===== src/rtl/dp_run_ctrl_pkg.sv =====
// Shared encodings for the datapath run controller: host command opcodes,
// sequencer states and the width of the short wait counter.
package dp_ctrl_pkg;

  localparam logic [1:0] OP_LOAD_I = 2'b00;
  localparam logic [1:0] OP_LOAD_D = 2'b01;
  localparam logic [1:0] OP_RUN    = 2'b10;
  localparam logic [1:0] OP_READ_D = 2'b11;

  localparam int WAIT_W = 8;

  typedef enum logic [3:0] {
    ST_IDLE,
    ST_LOAD_I,
    ST_LOAD_D,
    ST_DP_RST,
    ST_RUN,
    ST_DRAIN,
    ST_RD_ADDR,
    ST_RD_WAIT,
    ST_RD_OUT
  } state_t;

endpackage


===== src/rtl/dp_run_ctrl_if.sv =====
// Host-side command, write-stream and readback-stream bundle of the run controller.
// master = host side, slave = controller side.
interface dp_run_ctrl_if #(
  parameter int D_WIDTH = 64,
  parameter int IADDR_W = 9,
  parameter int CYC_W   = 16
) ();

  logic               cmd_valid;
  logic               cmd_ready;
  logic [1:0]         cmd_op;
  logic [IADDR_W-1:0] cmd_addr;
  logic [IADDR_W-1:0] cmd_len;
  logic [CYC_W-1:0]   cmd_cycles;
  logic               wr_valid;
  logic               wr_ready;
  logic [D_WIDTH-1:0] wr_data;
  logic               rd_valid;
  logic               rd_ready;
  logic [D_WIDTH-1:0] rd_data;

  modport master (
    output cmd_valid, cmd_op, cmd_addr, cmd_len, cmd_cycles, wr_valid, wr_data, rd_ready,
    input  cmd_ready, wr_ready, rd_valid, rd_data
  );

  modport slave (
    input  cmd_valid, cmd_op, cmd_addr, cmd_len, cmd_cycles, wr_valid, wr_data, rd_ready,
    output cmd_ready, wr_ready, rd_valid, rd_data
  );

endinterface


===== src/rtl/dp_beat_counter.sv =====
// Loadable down-counter with a zero flag; saturates at zero so a stray
// decrement can never wrap into a huge count.
module dp_beat_counter #(
  parameter int WIDTH = 8
) (
  input  logic             clk,
  input  logic             reset_n,
  input  logic             load,
  input  logic             dec,
  input  logic [WIDTH-1:0] load_val,
  output logic             zero
);

  logic [WIDTH-1:0] count_reg;

  always_ff @(posedge clk) begin
    if (!reset_n) begin
      count_reg <= '0;
    end else if (load) begin
      count_reg <= load_val;
    end else if (dec && !zero) begin
      count_reg <= count_reg - 1'b1;
    end
  end

  assign zero = (count_reg == '0);

endmodule


===== src/rtl/dp_run_ctrl.sv =====
// Host-side sequencer for the 4-thread datapath: loads i_mem/d_mem, runs the core
// for a cycle budget then drains, and reads d_mem back. Optional abort input: DP_RUN_CTRL_ABORT_EN.
module dp_run_ctrl
  import dp_ctrl_pkg::*;
#(
  parameter int D_WIDTH   = 64,
  parameter int I_WIDTH   = 32,
  parameter int PC_WIDTH  = 32,
  parameter int IADDR_W   = 9,
  parameter int DADDR_W   = 8,
  parameter int CYC_W     = 16,
  parameter int RST_CYC   = 2,
  parameter int DRAIN_CYC = 3,
  parameter int READ_LAT  = 1
) (
  input  logic                clk,
  input  logic                reset_n,
  dp_run_ctrl_if.slave        host,
`ifdef DP_RUN_CTRL_ABORT_EN
  input  logic                abort,
`endif
  output logic [PC_WIDTH-1:0] i_mem_addra,
  output logic [I_WIDTH-1:0]  i_mem_din,
  output logic                i_mem_we,
  output logic [DADDR_W-1:0]  d_mem_addra,
  output logic [D_WIDTH-1:0]  d_mem_din,
  output logic                d_mem_we,
  input  logic [D_WIDTH-1:0]  d_mem_out,
  output logic                pc_en,
  output logic                dp_reset_n,
  output logic                busy,
  output logic                done
);

  localparam logic [WAIT_W-1:0] RST_LOAD   = WAIT_W'(RST_CYC - 1);
  localparam logic [WAIT_W-1:0] DRAIN_LOAD = WAIT_W'(DRAIN_CYC - 1);
  localparam logic [WAIT_W-1:0] READ_LOAD  = WAIT_W'(READ_LAT - 1);

  state_t              state_reg, state_next;
  logic [IADDR_W-1:0]  addr_reg;
  logic [IADDR_W-1:0]  addr_next;
  logic                beat;
  logic                wcnt_load, wcnt_dec, wcnt_zero;
  logic                ccnt_load, ccnt_dec, ccnt_zero;
  logic                wait_load, wait_dec, wait_zero;
  logic [WAIT_W-1:0]   wait_val;
  logic                addr_load, addr_inc;
  logic                rd_addr_set;
  logic [DADDR_W-1:0]  rd_addr_val;
  logic                capture;
  logic                done_next;
  logic                abort_req, abort_rd;

`ifdef DP_RUN_CTRL_ABORT_EN
  // A read abort is remembered until the word in flight has been handed over.
  logic abort_pend_reg;

  always_ff @(posedge clk) begin
    if (!reset_n || state_reg == ST_IDLE) begin
      abort_pend_reg <= 1'b0;
    end else if (abort) begin
      abort_pend_reg <= 1'b1;
    end
  end

  assign abort_req = abort;
  assign abort_rd  = abort | abort_pend_reg;
`else
  assign abort_req = 1'b0;
  assign abort_rd  = 1'b0;
`endif

  assign host.cmd_ready = (state_reg == ST_IDLE);
  assign host.wr_ready  = (state_reg == ST_LOAD_I) || (state_reg == ST_LOAD_D);
  assign host.rd_valid  = (state_reg == ST_RD_OUT);
  assign busy           = (state_reg != ST_IDLE);
  assign pc_en          = (state_reg == ST_RUN);
  assign dp_reset_n     = (state_reg == ST_RUN) || (state_reg == ST_DRAIN);

  assign beat      = host.wr_valid & host.wr_ready;
  assign addr_next = addr_reg + 1'b1;

  dp_beat_counter #(.WIDTH(IADDR_W + 1)) u_word_cnt (
    .clk(clk), .reset_n(reset_n), .load(wcnt_load), .dec(wcnt_dec),
    .load_val({1'b0, host.cmd_len}), .zero(wcnt_zero)
  );

  dp_beat_counter #(.WIDTH(CYC_W)) u_cycle_cnt (
    .clk(clk), .reset_n(reset_n), .load(ccnt_load), .dec(ccnt_dec),
    .load_val(host.cmd_cycles), .zero(ccnt_zero)
  );

  dp_beat_counter #(.WIDTH(WAIT_W)) u_wait_cnt (
    .clk(clk), .reset_n(reset_n), .load(wait_load), .dec(wait_dec),
    .load_val(wait_val), .zero(wait_zero)
  );

  always_ff @(posedge clk) begin
    if (!reset_n) begin
      state_reg <= ST_IDLE;
    end else begin
      state_reg <= state_next;
    end
  end

  always_comb begin
    state_next  = state_reg;
    wcnt_load   = 1'b0;
    wcnt_dec    = 1'b0;
    ccnt_load   = 1'b0;
    ccnt_dec    = 1'b0;
    wait_load   = 1'b0;
    wait_dec    = 1'b0;
    wait_val    = '0;
    addr_load   = 1'b0;
    addr_inc    = 1'b0;
    rd_addr_set = 1'b0;
    rd_addr_val = addr_next[DADDR_W-1:0];
    capture     = 1'b0;
    done_next   = 1'b0;
    case (state_reg)
      ST_IDLE: begin
        if (host.cmd_valid) begin
          wcnt_load = 1'b1;
          ccnt_load = 1'b1;
          addr_load = 1'b1;
          case (host.cmd_op)
            OP_LOAD_I: state_next = ST_LOAD_I;
            OP_LOAD_D: state_next = ST_LOAD_D;
            OP_RUN: begin
              state_next = ST_DP_RST;
              wait_load  = 1'b1;
              wait_val   = RST_LOAD;
            end
            default: begin
              state_next  = ST_RD_ADDR;
              rd_addr_set = 1'b1;
              rd_addr_val = host.cmd_addr[DADDR_W-1:0];
            end
          endcase
        end
      end
      ST_LOAD_I, ST_LOAD_D: begin
        if (beat) begin
          addr_inc = 1'b1;
          wcnt_dec = 1'b1;
          if (wcnt_zero) begin
            state_next = ST_IDLE;
            done_next  = 1'b1;
          end
        end
        if (abort_req) begin
          state_next = ST_IDLE;
          done_next  = 1'b0;
        end
      end
      ST_DP_RST: begin
        if (abort_req || (wait_zero && ccnt_zero)) begin
          state_next = ST_DRAIN;
          wait_load  = 1'b1;
          wait_val   = DRAIN_LOAD;
        end else if (wait_zero) begin
          // First RUN cycle is consumed here so RUN exits when the budget hits zero.
          state_next = ST_RUN;
          ccnt_dec   = 1'b1;
        end else begin
          wait_dec = 1'b1;
        end
      end
      ST_RUN: begin
        if (abort_req || ccnt_zero) begin
          state_next = ST_DRAIN;
          wait_load  = 1'b1;
          wait_val   = DRAIN_LOAD;
        end else begin
          ccnt_dec = 1'b1;
        end
      end
      ST_DRAIN: begin
        if (wait_zero) begin
          state_next = ST_IDLE;
          done_next  = 1'b1;
        end else begin
          wait_dec = 1'b1;
        end
      end
      ST_RD_ADDR: begin
        state_next = ST_RD_WAIT;
        wait_load  = 1'b1;
        wait_val   = READ_LOAD;
      end
      ST_RD_WAIT: begin
        if (wait_zero) begin
          capture    = 1'b1;
          state_next = ST_RD_OUT;
        end else begin
          wait_dec = 1'b1;
        end
      end
      ST_RD_OUT: begin
        if (host.rd_ready) begin
          if (wcnt_zero || abort_rd) begin
            state_next = ST_IDLE;
            done_next  = !abort_rd;
          end else begin
            wcnt_dec    = 1'b1;
            addr_inc    = 1'b1;
            rd_addr_set = 1'b1;
            state_next  = ST_RD_ADDR;
          end
        end
      end
      default: state_next = ST_IDLE;
    endcase
  end

  always_ff @(posedge clk) begin
    if (!reset_n) begin
      addr_reg     <= '0;
      i_mem_addra  <= '0;
      i_mem_din    <= '0;
      i_mem_we     <= 1'b0;
      d_mem_addra  <= '0;
      d_mem_din    <= '0;
      d_mem_we     <= 1'b0;
      host.rd_data <= '0;
      done         <= 1'b0;
    end else begin
      done     <= done_next;
      i_mem_we <= beat && (state_reg == ST_LOAD_I);
      d_mem_we <= beat && (state_reg == ST_LOAD_D);
      if (beat && state_reg == ST_LOAD_I) begin
        i_mem_addra <= PC_WIDTH'(addr_reg);
        i_mem_din   <= host.wr_data[I_WIDTH-1:0];
      end
      if (beat && state_reg == ST_LOAD_D) begin
        d_mem_addra <= addr_reg[DADDR_W-1:0];
        d_mem_din   <= host.wr_data;
      end else if (rd_addr_set) begin
        d_mem_addra <= rd_addr_val;
      end
      if (addr_load) begin
        addr_reg <= host.cmd_addr;
      end else if (addr_inc) begin
        addr_reg <= addr_next;
      end
      if (capture) begin
        host.rd_data <= d_mem_out;
      end
    end
  end

endmodule


===== src/flat_wrapper.sv =====
// flat-port wrapper written by rule: the top's interface ports become plain ports
module dp_run_ctrl_flat import dp_ctrl_pkg::*;
#(
  parameter int D_WIDTH   = 64,
  parameter int I_WIDTH   = 32,
  parameter int PC_WIDTH  = 32,
  parameter int IADDR_W   = 9,
  parameter int DADDR_W   = 8,
  parameter int CYC_W     = 16,
  parameter int RST_CYC   = 2,
  parameter int DRAIN_CYC = 3,
  parameter int READ_LAT  = 1
)
  (clk, reset_n, i_mem_addra, i_mem_din, i_mem_we, d_mem_addra, d_mem_din, d_mem_we, d_mem_out, pc_en, dp_reset_n, busy, done, host_cmd_valid, host_cmd_op, host_cmd_addr, host_cmd_len, host_cmd_cycles, host_wr_valid, host_wr_data, host_rd_ready, host_cmd_ready, host_wr_ready, host_rd_valid, host_rd_data);
  dp_run_ctrl_if #(.D_WIDTH(D_WIDTH), .IADDR_W(IADDR_W), .CYC_W(CYC_W)) host_i ();
  input  logic clk;
  input  logic reset_n;
  output logic [PC_WIDTH-1:0] i_mem_addra;
  output logic [I_WIDTH-1:0] i_mem_din;
  output logic i_mem_we;
  output logic [DADDR_W-1:0] d_mem_addra;
  output logic [D_WIDTH-1:0] d_mem_din;
  output logic d_mem_we;
  input  logic [D_WIDTH-1:0] d_mem_out;
  output logic pc_en;
  output logic dp_reset_n;
  output logic busy;
  output logic done;
  input wire logic [$bits(host_i.cmd_valid)-1:0] host_cmd_valid;
  input wire logic [$bits(host_i.cmd_op)-1:0] host_cmd_op;
  input wire logic [$bits(host_i.cmd_addr)-1:0] host_cmd_addr;
  input wire logic [$bits(host_i.cmd_len)-1:0] host_cmd_len;
  input wire logic [$bits(host_i.cmd_cycles)-1:0] host_cmd_cycles;
  input wire logic [$bits(host_i.wr_valid)-1:0] host_wr_valid;
  input wire logic [$bits(host_i.wr_data)-1:0] host_wr_data;
  input wire logic [$bits(host_i.rd_ready)-1:0] host_rd_ready;
  output wire logic [$bits(host_i.cmd_ready)-1:0] host_cmd_ready;
  output wire logic [$bits(host_i.wr_ready)-1:0] host_wr_ready;
  output wire logic [$bits(host_i.rd_valid)-1:0] host_rd_valid;
  output wire logic [$bits(host_i.rd_data)-1:0] host_rd_data;
  assign host_i.cmd_valid = host_cmd_valid;
  assign host_i.cmd_op = host_cmd_op;
  assign host_i.cmd_addr = host_cmd_addr;
  assign host_i.cmd_len = host_cmd_len;
  assign host_i.cmd_cycles = host_cmd_cycles;
  assign host_i.wr_valid = host_wr_valid;
  assign host_i.wr_data = host_wr_data;
  assign host_i.rd_ready = host_rd_ready;
  assign host_cmd_ready = host_i.cmd_ready;
  assign host_wr_ready = host_i.wr_ready;
  assign host_rd_valid = host_i.rd_valid;
  assign host_rd_data = host_i.rd_data;
  dp_run_ctrl #(.D_WIDTH(D_WIDTH), .I_WIDTH(I_WIDTH), .PC_WIDTH(PC_WIDTH), .IADDR_W(IADDR_W), .DADDR_W(DADDR_W), .CYC_W(CYC_W), .RST_CYC(RST_CYC), .DRAIN_CYC(DRAIN_CYC), .READ_LAT(READ_LAT)) u_core (.clk(clk), .reset_n(reset_n), .host(host_i), .i_mem_addra(i_mem_addra), .i_mem_din(i_mem_din), .i_mem_we(i_mem_we), .d_mem_addra(d_mem_addra), .d_mem_din(d_mem_din), .d_mem_we(d_mem_we), .d_mem_out(d_mem_out), .pc_en(pc_en), .dp_reset_n(dp_reset_n), .busy(busy), .done(done));
endmodule

===== config.mk =====
export PLATFORM = sky130hd
export DESIGN_NAME = dp_run_ctrl_flat
export DESIGN_NICKNAME = d
export VERILOG_FILES = /design/src/rtl/dp_run_ctrl_pkg.sv /design/src/rtl/dp_run_ctrl_if.sv /design/src/rtl/dp_beat_counter.sv /design/src/rtl/dp_run_ctrl.sv /design/src/flat_wrapper.sv
export SDC_FILE = /design/constraint.sdc
export NUM_CORES = 1
export LEC_CHECK = 0
export BUFFER_PORTS_ARGS = -buffer_cell sky130_fd_sc_hd__buf_4
export CAP_MARGIN = 20
export CORE_ASPECT_RATIO = 0.6
export CORE_UTILIZATION = 40
export DETAILED_ROUTE_END_ITERATION = 8
export GPL_TIMING_DRIVEN = 0
export PLACE_DENSITY_LB_ADDON = 0.05
export SLEW_MARGIN = 20
export SYNTH_ARGS = -nofsm -noshare
export SYNTH_HDL_FRONTEND = slang
export SYNTH_SLANG_ARGS = --single-unit

===== constraint.sdc =====
create_clock -name clk -period 2.65 [get_ports clk]
set_input_delay 0.53 -clock clk [delete_from_list [all_inputs] [get_ports clk]]
set_output_delay 0.53 -clock clk [all_outputs]
set_load 0.005 [all_outputs]

# Word-level counts from Yosys, hierarchy flattened
# Index checks and enable logic that the tools add are counted.
dict set report totals {
  register_bits 227
  inputBits 169
  out_inout_bits 209
  elab_cells 121
}
dict set report classes {
  add_sub_neg 4
  eq_ne 18
  muxes 56
  bitwise_logic 2
  n_reduce_logical 27
}
# operator count
set op_table {}
lappend op_table {{$mux 8} 8}
lappend op_table {{$mux 4} 9}
lappend op_table {{$mux 9} 4}
lappend op_table {{$mux 16} 2}
lappend op_table {{$pmux 4 s8} 1}
lappend op_table {{$pmux 8 s3} 1}
lappend op_table {{$mux 1} 21}
lappend op_table {{$eq 4x3->1 const B} 4}
lappend op_table {{$logic_not 16->1} 1}
lappend op_table {{$sub 16x1->16 const B} 1}
lappend op_table {{$logic_not 10->1} 1}
lappend op_table {{$ne 2x2->1 const B} 5}
lappend op_table {{$reduce_bool 2->1} 5}
lappend op_table {{$sub 10x1->10 const B} 1}
lappend op_table {{$add 9x1->9 const B} 1}
lappend op_table {{$pmux 3 s3} 1}
lappend op_table {{$eq 4x2->1 const B} 2}
lappend op_table {{$logic_not 8->1} 1}
lappend op_table {{$pmux 1 s2} 4}
lappend op_table {{$reduce_and 8->1} 1}
lappend op_table {{$sub 8x1->8 const B} 1}
lappend op_table {{$logic_and 1x1->1} 6}
lappend op_table {{$reduce_or 2->1} 3}
lappend op_table {{$eq 4x1->1 const B} 1}
lappend op_table {{other kinds (17)} 22}

# Depth between registers and ports, before layout
# Gate-level depths: netlist of run 1.
dict set report depth {
  ltp_word 8
  depth_mapped 9
}

# Hierarchy
# A second synthesis of run 1 with hierarchy kept.
dict set report hier_totals {
  cells_unflattened 1193
  hier_area_um2 9502.9
}
# mod instances cells_each area_per_inst_um2
set modules_own_cells {}
lappend modules_own_cells {dp_run_ctrl 1 947 7474.7}
lappend modules_own_cells {{dp_beat_counter at u_core.u_cycle_cnt} 1 114 922.1}
lappend modules_own_cells {{dp_beat_counter at u_core.u_word_cnt} 1 74 598.1}
lappend modules_own_cells {{dp_beat_counter at u_core.u_wait_cnt} 1 58 508.0}

# Least setup slack after synthesis of run 1
# No wires, ideal clock.
dict set report synth_timing {
  path_kind {register to register}
  startpoint {register u_core.u_wait_cnt.count_reg[0]}
  endpoint {register u_core.u_cycle_cnt.count_reg[10]}
  setup_ps 74
  arrival_time_ps 1976
  t_required_ps 2576
  setup_slack_ps 600
  stages_incl_launch_ff 8
  synth_period_minus_slack_ps 2050
  path_cell_list {dfxtp_1 inv_1 ha_1 or3b_1 nor4_4 nor2_2 or4_1 a31oi_1}
}
dict set report synth_via {
  elab_chain_len 6
}
# element line_no
set synth_lines {}
lappend synth_lines {{start, declared} dp_beat_counter.sv:14} ;# logic [WIDTH-1:0] count_reg;
lappend synth_lines {{start signal, assigned} dp_beat_counter.sv:20} ;# count_reg <= load_val;
lappend synth_lines {{start signal, assigned} dp_beat_counter.sv:22} ;# count_reg <= count_reg - 1'b1;
lappend synth_lines {{$logic_not 8->1 (*)} dp_beat_counter.sv:26} ;# assign zero = (count_reg == '0);
lappend synth_lines {{$mux 1 or $logic_and 1x1->1 (tied branches)} {dp_run_ctrl.sv:162, dp_run_ctrl.sv:158}}
lappend synth_lines {{$mux 1 (*)} dp_run_ctrl.sv:158} ;# if (abort_req || (wait_zero && ccnt_zero)) begin
lappend synth_lines {{$pmux 1 s2 (*)} dp_run_ctrl.sv:121} ;# case (state_reg)
lappend synth_lines {{$logic_and 1x1->1 (*)} dp_beat_counter.sv:21} ;# end else if (dec && !zero) begin
lappend synth_lines {{$reduce_bool 2->1 (no source line) (*)} n/a}
lappend synth_lines {{end signal, assigned} dp_beat_counter.sv:20}
lappend synth_lines {{end signal, assigned} dp_beat_counter.sv:22}
lappend synth_lines {{end, declared} dp_beat_counter.sv:14}
# Mark *: on every way between the ends. The rest lies on a longest branch, timed or not.
# A chain may end at the register's enable or synchronous reset.

# Worst setup path after layout of run 1
dict set report layout_timing {
  startpoint {register u_core.state_reg[3]}
  endpoint {register u_core.u_cycle_cnt.count_reg[13]}
}
dict set report layout_via {
  elab_chain_len 4
}
# element line_no
set layout_lines {}
lappend layout_lines {{start, declared} dp_run_ctrl.sv:39} ;# state_t state_reg, state_next;
lappend layout_lines {{start signal, assigned} dp_run_ctrl.sv:102} ;# state_reg <= state_next;
lappend layout_lines {{$eq 4x3->1 or $eq 4x2->1 (tied branches)} dp_run_ctrl.sv:121}
lappend layout_lines {{$pmux 1 s2} dp_run_ctrl.sv:121}
lappend layout_lines {{$logic_and 1x1->1} dp_beat_counter.sv:21}
lappend layout_lines {{$reduce_bool 2->1 (no source line)} n/a}
# Parallel ways exist; a longest one is shown, timed or not.

==> results of run 1 <==
==> cells in the final DEF (no fill, tap or decap), drive strengths merged, types with 5 or more instances in the layout <==
cell type and instances:
inv 13, o21ai 42, o211ai 6, clkbuf 87
xor2 11, o31ai 5, or3 11, nor2 99
a22oi 5, a31oi 12, mux2i 66, conb 23
nor3 16, nand4 7, nand2b 5, nand2 237
buf 393, nor4 13, a21oi 135, a211oi 17
or4 7, dfxtp 227, xnor2 16, nand3 13
==> worst max-delay path, delay by kind of cell (launching register included) <==
kind            cells  cell delay [ps]
flops               1              370
simple gates        3              570
compound gates      1              140
buf+inv             4             1290
==> path summary, 6_finish.rpt <==
check | startpoint | end | slack [ps]
min reg2reg | u_core.d_mem_din[20] | u_core.d_mem_din[20] | 450
max | u_core.state_reg[3] | u_core.u_cycle_cnt.count_reg[13] | 150
max reg2reg | u_core.state_reg[3] | u_core.u_cycle_cnt.count_reg[13] | 150
min | d_mem_out[34] | u_core.host.rd_data[34] | 260
==> power breakdown <==
| part | switching, uW | internal (uW) | leakage [uW] |
|---|---|---|---|
| Combinational | 1890 | 1370 | 0.00374 |
| Sequential | 390 | 3830 | 0.00184 |
| Clock | 1300 | 1760 | 0.000331 |
| Total | 3580 | 6960 | 0.00592 |
==> metrics by stage <==
| step | cell area [sq um] | util [%] | setup WS (ps) |
|---|---|---|---|
| after global routing | 13200 | 57.4 | 12.4 |
| after detailed placement | 12600 | 54.4 | -47.2 |
| after global placement | 12600 | 54.4 | -12.9 |
| after floorplan | 9500 | - | 600 |
| final | 13200 | 57.4 | 152 |
| after CTS | 13200 | 57.3 | 156 |
==> cell families (layout without fill, tap and decap cells) <==
kind of cell    after synthesis  in the layout
mux                          67             67
fa+ha+maj                     4              4
xor+xnor                     27             27
other cells                   1             23
flops                       227            227
buf+inv                     106            495
simple gates                434            434
compound gates              244            244
==> what timing repair did <==
action | in CTS | in global routing
pin swaps | 0 | 0
resized for setup | 1 | 6
endpoints found under the setup margin | 1 | 18
==> routing by layer <==
layer | global-route usage, % | part of all wire, % | up-vias
met1 | 35.1 | 45 | 4324
li1 | - | - | 4558
met2 | 38.4 | 43 | 373
met3 | 7.17 | 9.3 | 38
met5 | 0 | 0 | -
met4 | 5.63 | 2.1 | 0
==> layout make-up <==
| class | instances | area share, % |
|---|---|---|
| flip-flops and latches | 227 | 34.3 |
| multi-input cells | 799 | 33.6 |
| repair buffers | 354 | 20.1 |
| clock buffers | 33 | 4.86 |
| plain buffers | 93 | 3.53 |
| well taps | 315 | 2.98 |
| inverters | 13 | 0.369 |
| clock inverters | 2 | 0.265 |
==> impl_metrics.csv, run 1 <==
group,metric,value,unit
sta,setup_viol,0,
layout,layout.nets,1683,
setup_path,path_cells,"clkbuf_1, nor2_1, nand2_1, inv_2, nand2_1, clkbuf_1, clkbuf_2, a31oi_1",
yosys,synthFlopType,"dfxtp_1",
placed_design,dpl.cell_count,1801,
sta,finalCriticalPeriod,2500,ps
drt,firstDrtPassIters,5,
setup_path,critPathArrivalTime,2860,ps
drt,drt-initial-drc-count,698,
setup_path,critical_path_required,3010,ps
yosys,synth_xor_area_share,2.51,%
cts,cts_buffers,22,
yosys,netlist_area,0.00942,sq mm
placed_design,gp_congestion,0.911,
setup_path,path_class,"flop to flop",
setup_path,max_stage_delay,420,ps
layout,num-fill-cells,2193,
cts,root_buffer,"clkbuf_16",
setup_path,critPathLaunchType,"flop",
cts,cts_setup_buffers,0,
floorplan,die_y,121,um
cts,cts_sinks,227,
sta,worst_pin_slew,876,ps
floorplan,die-area,0.0242,sq mm
global_routing,grt_pass1_wl,48.1,mm
job,maxCapViolCount,0,
yosys,synth_top_family_by_area,"simple AND/OR/NAND/NOR gates",
yosys,synth_edf_count,0,
setup_path,worstSetupEndpointType,"flop",
yosys,ys_async_sr_fraction,0,%
cts,cts_tree,"done",
yosys,synth_fa_ha_area_share,0.531,%
yosys,yosysMostFrequentCell,"nand2_1",
hold_path,hold_depth,3,
global_routing,antenna_found_initial,0,
yosys,synth-compound-area-share,15.3,%
pwr,irDropWorstVdd,0.350,mV
drt,vias_per_cell,5.06,
sta,relSlewSlack,41.6,%
placed_design,portBuffers,354,
global_routing,grt_overflow,0,
yosys,synthCells,1110,
layout,layout.cells.non_filler,1836,
drt,via_count,9293,
floorplan,core,0.0231,sq mm
layout,multiInputGateArea,0.00445,sq mm
setup_path,path_max_fanout,10,
drt,antenna_left,0,
outcome,status,"completed",
yosys,post_synth_and_or_nand_nor_area_fraction,20.8,%
global_routing,grt_pass1_vias,8590,
yosys,synth_mux_area_share,7.13,%
layout,area_growth_syn_to_layout,40.6,%
yosys,synth-seq-area-share,48.2,%
sta,rsz0062_at_grt,"no",
pwr,p_per_area,796,mW/mm^2
setup_path,rr_worst_depth,8,
global_routing,grt_max_degree,14,
hold_path,hold_class,"primary input to flop",
sta,tns,0,ps
cts,hold_buffers,0,
sta,finalCritPeriodShare,94.3,%
layout,diodes,0,
layout,reg.largest.list,"u_core.d_mem_din (64), u_core.host.rd_data (64), u_core.i_mem_din (32)",
floorplan,start_util,40.8,%
floorplan,rows,43,
sta,drv_slew,0,
floorplan,ioPinCount,378,
yosys,ys_top_cells_by_area,"dfxtp_1 48%, nand2_1 9.4%, a21oi_1 7.1%",
placed_design,dp.final_hpwl,24.7,mm
pwr,power,10500,uW
drt,drc_errors,0,
cts,path_clk_slew,60,ps
layout,drive_above_1_share,29.4,%
yosys,yosys.area.top_type,"dfxtp_1",
yosys,synthTopCellsByCount,"237 x nand2_1, 227 x dfxtp_1, 134 x a21oi_1, 98 x nor2_1, 66 x mux2i_1",
floorplan,die_w,200,um
sta,final-hold-violation-count,0,
yosys,syn_avg_cell_area,8.49,sq um
cts,clockBufferDepth,3,
layout,final-seq-area,0.00454,sq mm
global_routing,grt_use_total,25.2,%
yosys,synth_cell_type_count,72,
yosys,yosys_warnings,0,
sta,timing.hold.ws,258,ps
sta,fmax,400,MHz
sta,skew,6.03,ps
cts,clock_latency,500,ps
pwr,p_leak,0.00592,uW
yosys,netlist.area_leader.share,48.2,%
setup_path,cpMaxStageDelayCell,"clkbuf_1",
cts,htree_levels,1,
drt,wirelength,31.9,mm
drt,wire_per_inst,17.4,um
yosys,synth-seq-cells,227,
(Power assumes the default switching activity.)
==> run 2: changes to the inputs <==
==> constraint.sdc (replaced) <==
create_clock -name clk -period 2.99 [get_ports clk]
set_input_delay 0.598 -clock clk [delete_from_list [all_inputs] [get_ports clk]]
set_output_delay 0.598 -clock clk [all_outputs]
set_load 0.005 [all_outputs]
==> run 2 against run 1 <==
Count of clock-buffer cells in the layout is the same; cell count is the same; register-to-register slack gained 95 ps; sequential share of layout area is essentially flat; design area is essentially flat; worst hold slack gained 68 ps; sequential power shrank 11%; sequential cell count is the same; largest power group unchanged.
==> impl_metrics.csv, run 2 (synthesized netlist as in run 1, its figures left out) <==
group,metric,value,unit
hold_path,hold_class,"primary input to flop",
global_routing,grt_pass1_vias,8590,
global_routing,grt_pass1_wl,48.1,mm
outcome,status,"completed",
sta,worst_pin_slew,880,ps
cts,cts_buffers,22,
layout,final_cell_mix,"378 x buf_4, 237 x nand2_1, 227 x dfxtp_1",
pwr,p_clk_share,28.9,%
setup_path,path_class,"flop to flop",
placed_design,gp_congestion,0.911,
floorplan,die-area,0.0242,sq mm
sta,finalCritPeriodShare,91.7,%
sta,relSlewSlack,41.3,%
drt,wirelength,31.9,mm
placed_design,post_dp_cell_area,0.0126,sq mm
sta,tns,0,ps
cts,hold_buffers,0,
sta,skew,6.56,ps
floorplan,die_y,121,um
layout,diodes,0,
drt,drc_errors,0,
setup_path,path_max_fanout,10,
sta,rsz0062_at_grt,"no",
layout,drive_above_1_share,29.1,%
sta,finalCriticalPeriod,2740,ps
layout,stdcell_area,0.0132,sq mm
layout,area_growth_syn_to_layout,40.5,%
sta,setup_viol,0,
cts,clockBufferDepth,3,
placed_design,dpl.cell_count,1801,
pwr,power.switching,3170,uW
floorplan,die_w,200,um
global_routing,grt_max_degree,14,
drt,antenna_left,0,
sta,final-hold-violation-count,0,
setup_path,critPathLaunchType,"flop",
drt,firstDrtPassIters,5,
cts,cts_sinks,227,
setup_path,worstSetupEndpointType,"flop",
pwr,pwr-share-comb,31.0,%
layout,reg.largest.list,"u_core.d_mem_din (64), u_core.host.rd_data (64), u_core.i_mem_din (32)",
pwr,p_per_area,706,mW/mm^2
pwr,intPower,6170,uW
floorplan,ioPinCount,378,
setup_path,rr_worst_depth,8,
placed_design,dp.final_hpwl,24.7,mm
layout,final_common_cell,"buf_4",
pwr,p_seq_share,40.1,%
floorplan,start_util,40.8,%
cts,htree_levels,1,
drt,vias_per_cell,5.06,
drt,wire_per_inst,17.4,um
setup_path,critPathArrivalTime,3080,ps
placed_design,portBuffers,354,
global_routing,antenna_found_initial,0,
floorplan,core,0.0231,sq mm
drt,drt-initial-drc-count,693,
global_routing,grt_overflow,0,
layout,utilization,57.3,%
setup_path,critical_path_required,3330,ps
sta,drv_slew,0,
cts,cts_setup_buffers,0,
cts,cts_resized,0,
job,maxCapViolCount,0,
cts,cts_tree,"done",
pwr,irDropWorstVdd,0.310,mV
drt,via_count,9296,
cts,clock_latency,500,ps
pwr,p_leak,0.00590,uW
layout,layout.nets,1683,
layout,layout.cells.non_filler,1836,
pwr,swShare,33.9,%
floorplan,rows,43,
cts,root_buffer,"clkbuf_16",
layout,num-fill-cells,2196,
sta,fmax,365,MHz
cts,path_clk_slew,60,ps
hold_path,hold_depth,3,
global_routing,grt_use_total,25.2,%
[run 2: path summary, 6_finish.rpt]
check                                          start                                to  slack, ps
worst max-delay path             u_core.state_reg[3]  u_core.u_cycle_cnt.count_reg[13]        250
worst min-delay path                   d_mem_out[34]           u_core.host.rd_data[34]        330
worst max register to register   u_core.state_reg[3]  u_core.u_cycle_cnt.count_reg[13]        250
worst min register to register  u_core.d_mem_din[20]              u_core.d_mem_din[20]        450
[run 2: final cells by class]
type	count	area, sq um	share of cell area, %
tap	315	394	2.98
buffer	93	462	3.49
timing repair buffer	354	2660	20.1
sequential	227	4540	34.3
clock inverter	2	35.0	0.265
clock buffer	33	643	4.86
inverter	13	48.8	0.369
multi-input combinational	799	4450	33.6
[run 2: critical path, cell delays in order, from the launching register on]
cell and delay (ps):
dfxtp_1 370, clkbuf_1 380, nor2_1 220, nand2_1 160, inv_2 70, nand2_1 170
clkbuf_1 420, clkbuf_1 620, a31oi_1 180
[run 2: power by group through the flow]
stage               logic (uW)  registers (uW)  clock network (uW)
CTS                       2870            3730                2770
global route              3170            3790                2900
finish                    2890            3740                2700
floorplan                 1770            3740                   0
global placement          2820            3790                   0
detailed placement        2850            3790                   0
[run 2: stage by stage]
stage	power (uW)	setup slack [ps]	hold WS, ps
finish	9340	247	326
global route	9860	105	309
global placement	6610	327	443
floorplan	5510	940	445
CTS	9370	307	312
detailed placement	6650	293	447
[run 2: routing by layer]
metal  track usage [%]  part of all wire (%)  vias up
met5                 0                     0        -
met4              5.63                   2.0        0
met3              7.17                   9.4       36
met2              38.4                    43      370
met1              35.1                    45     4334
li1                  -                     -     4556
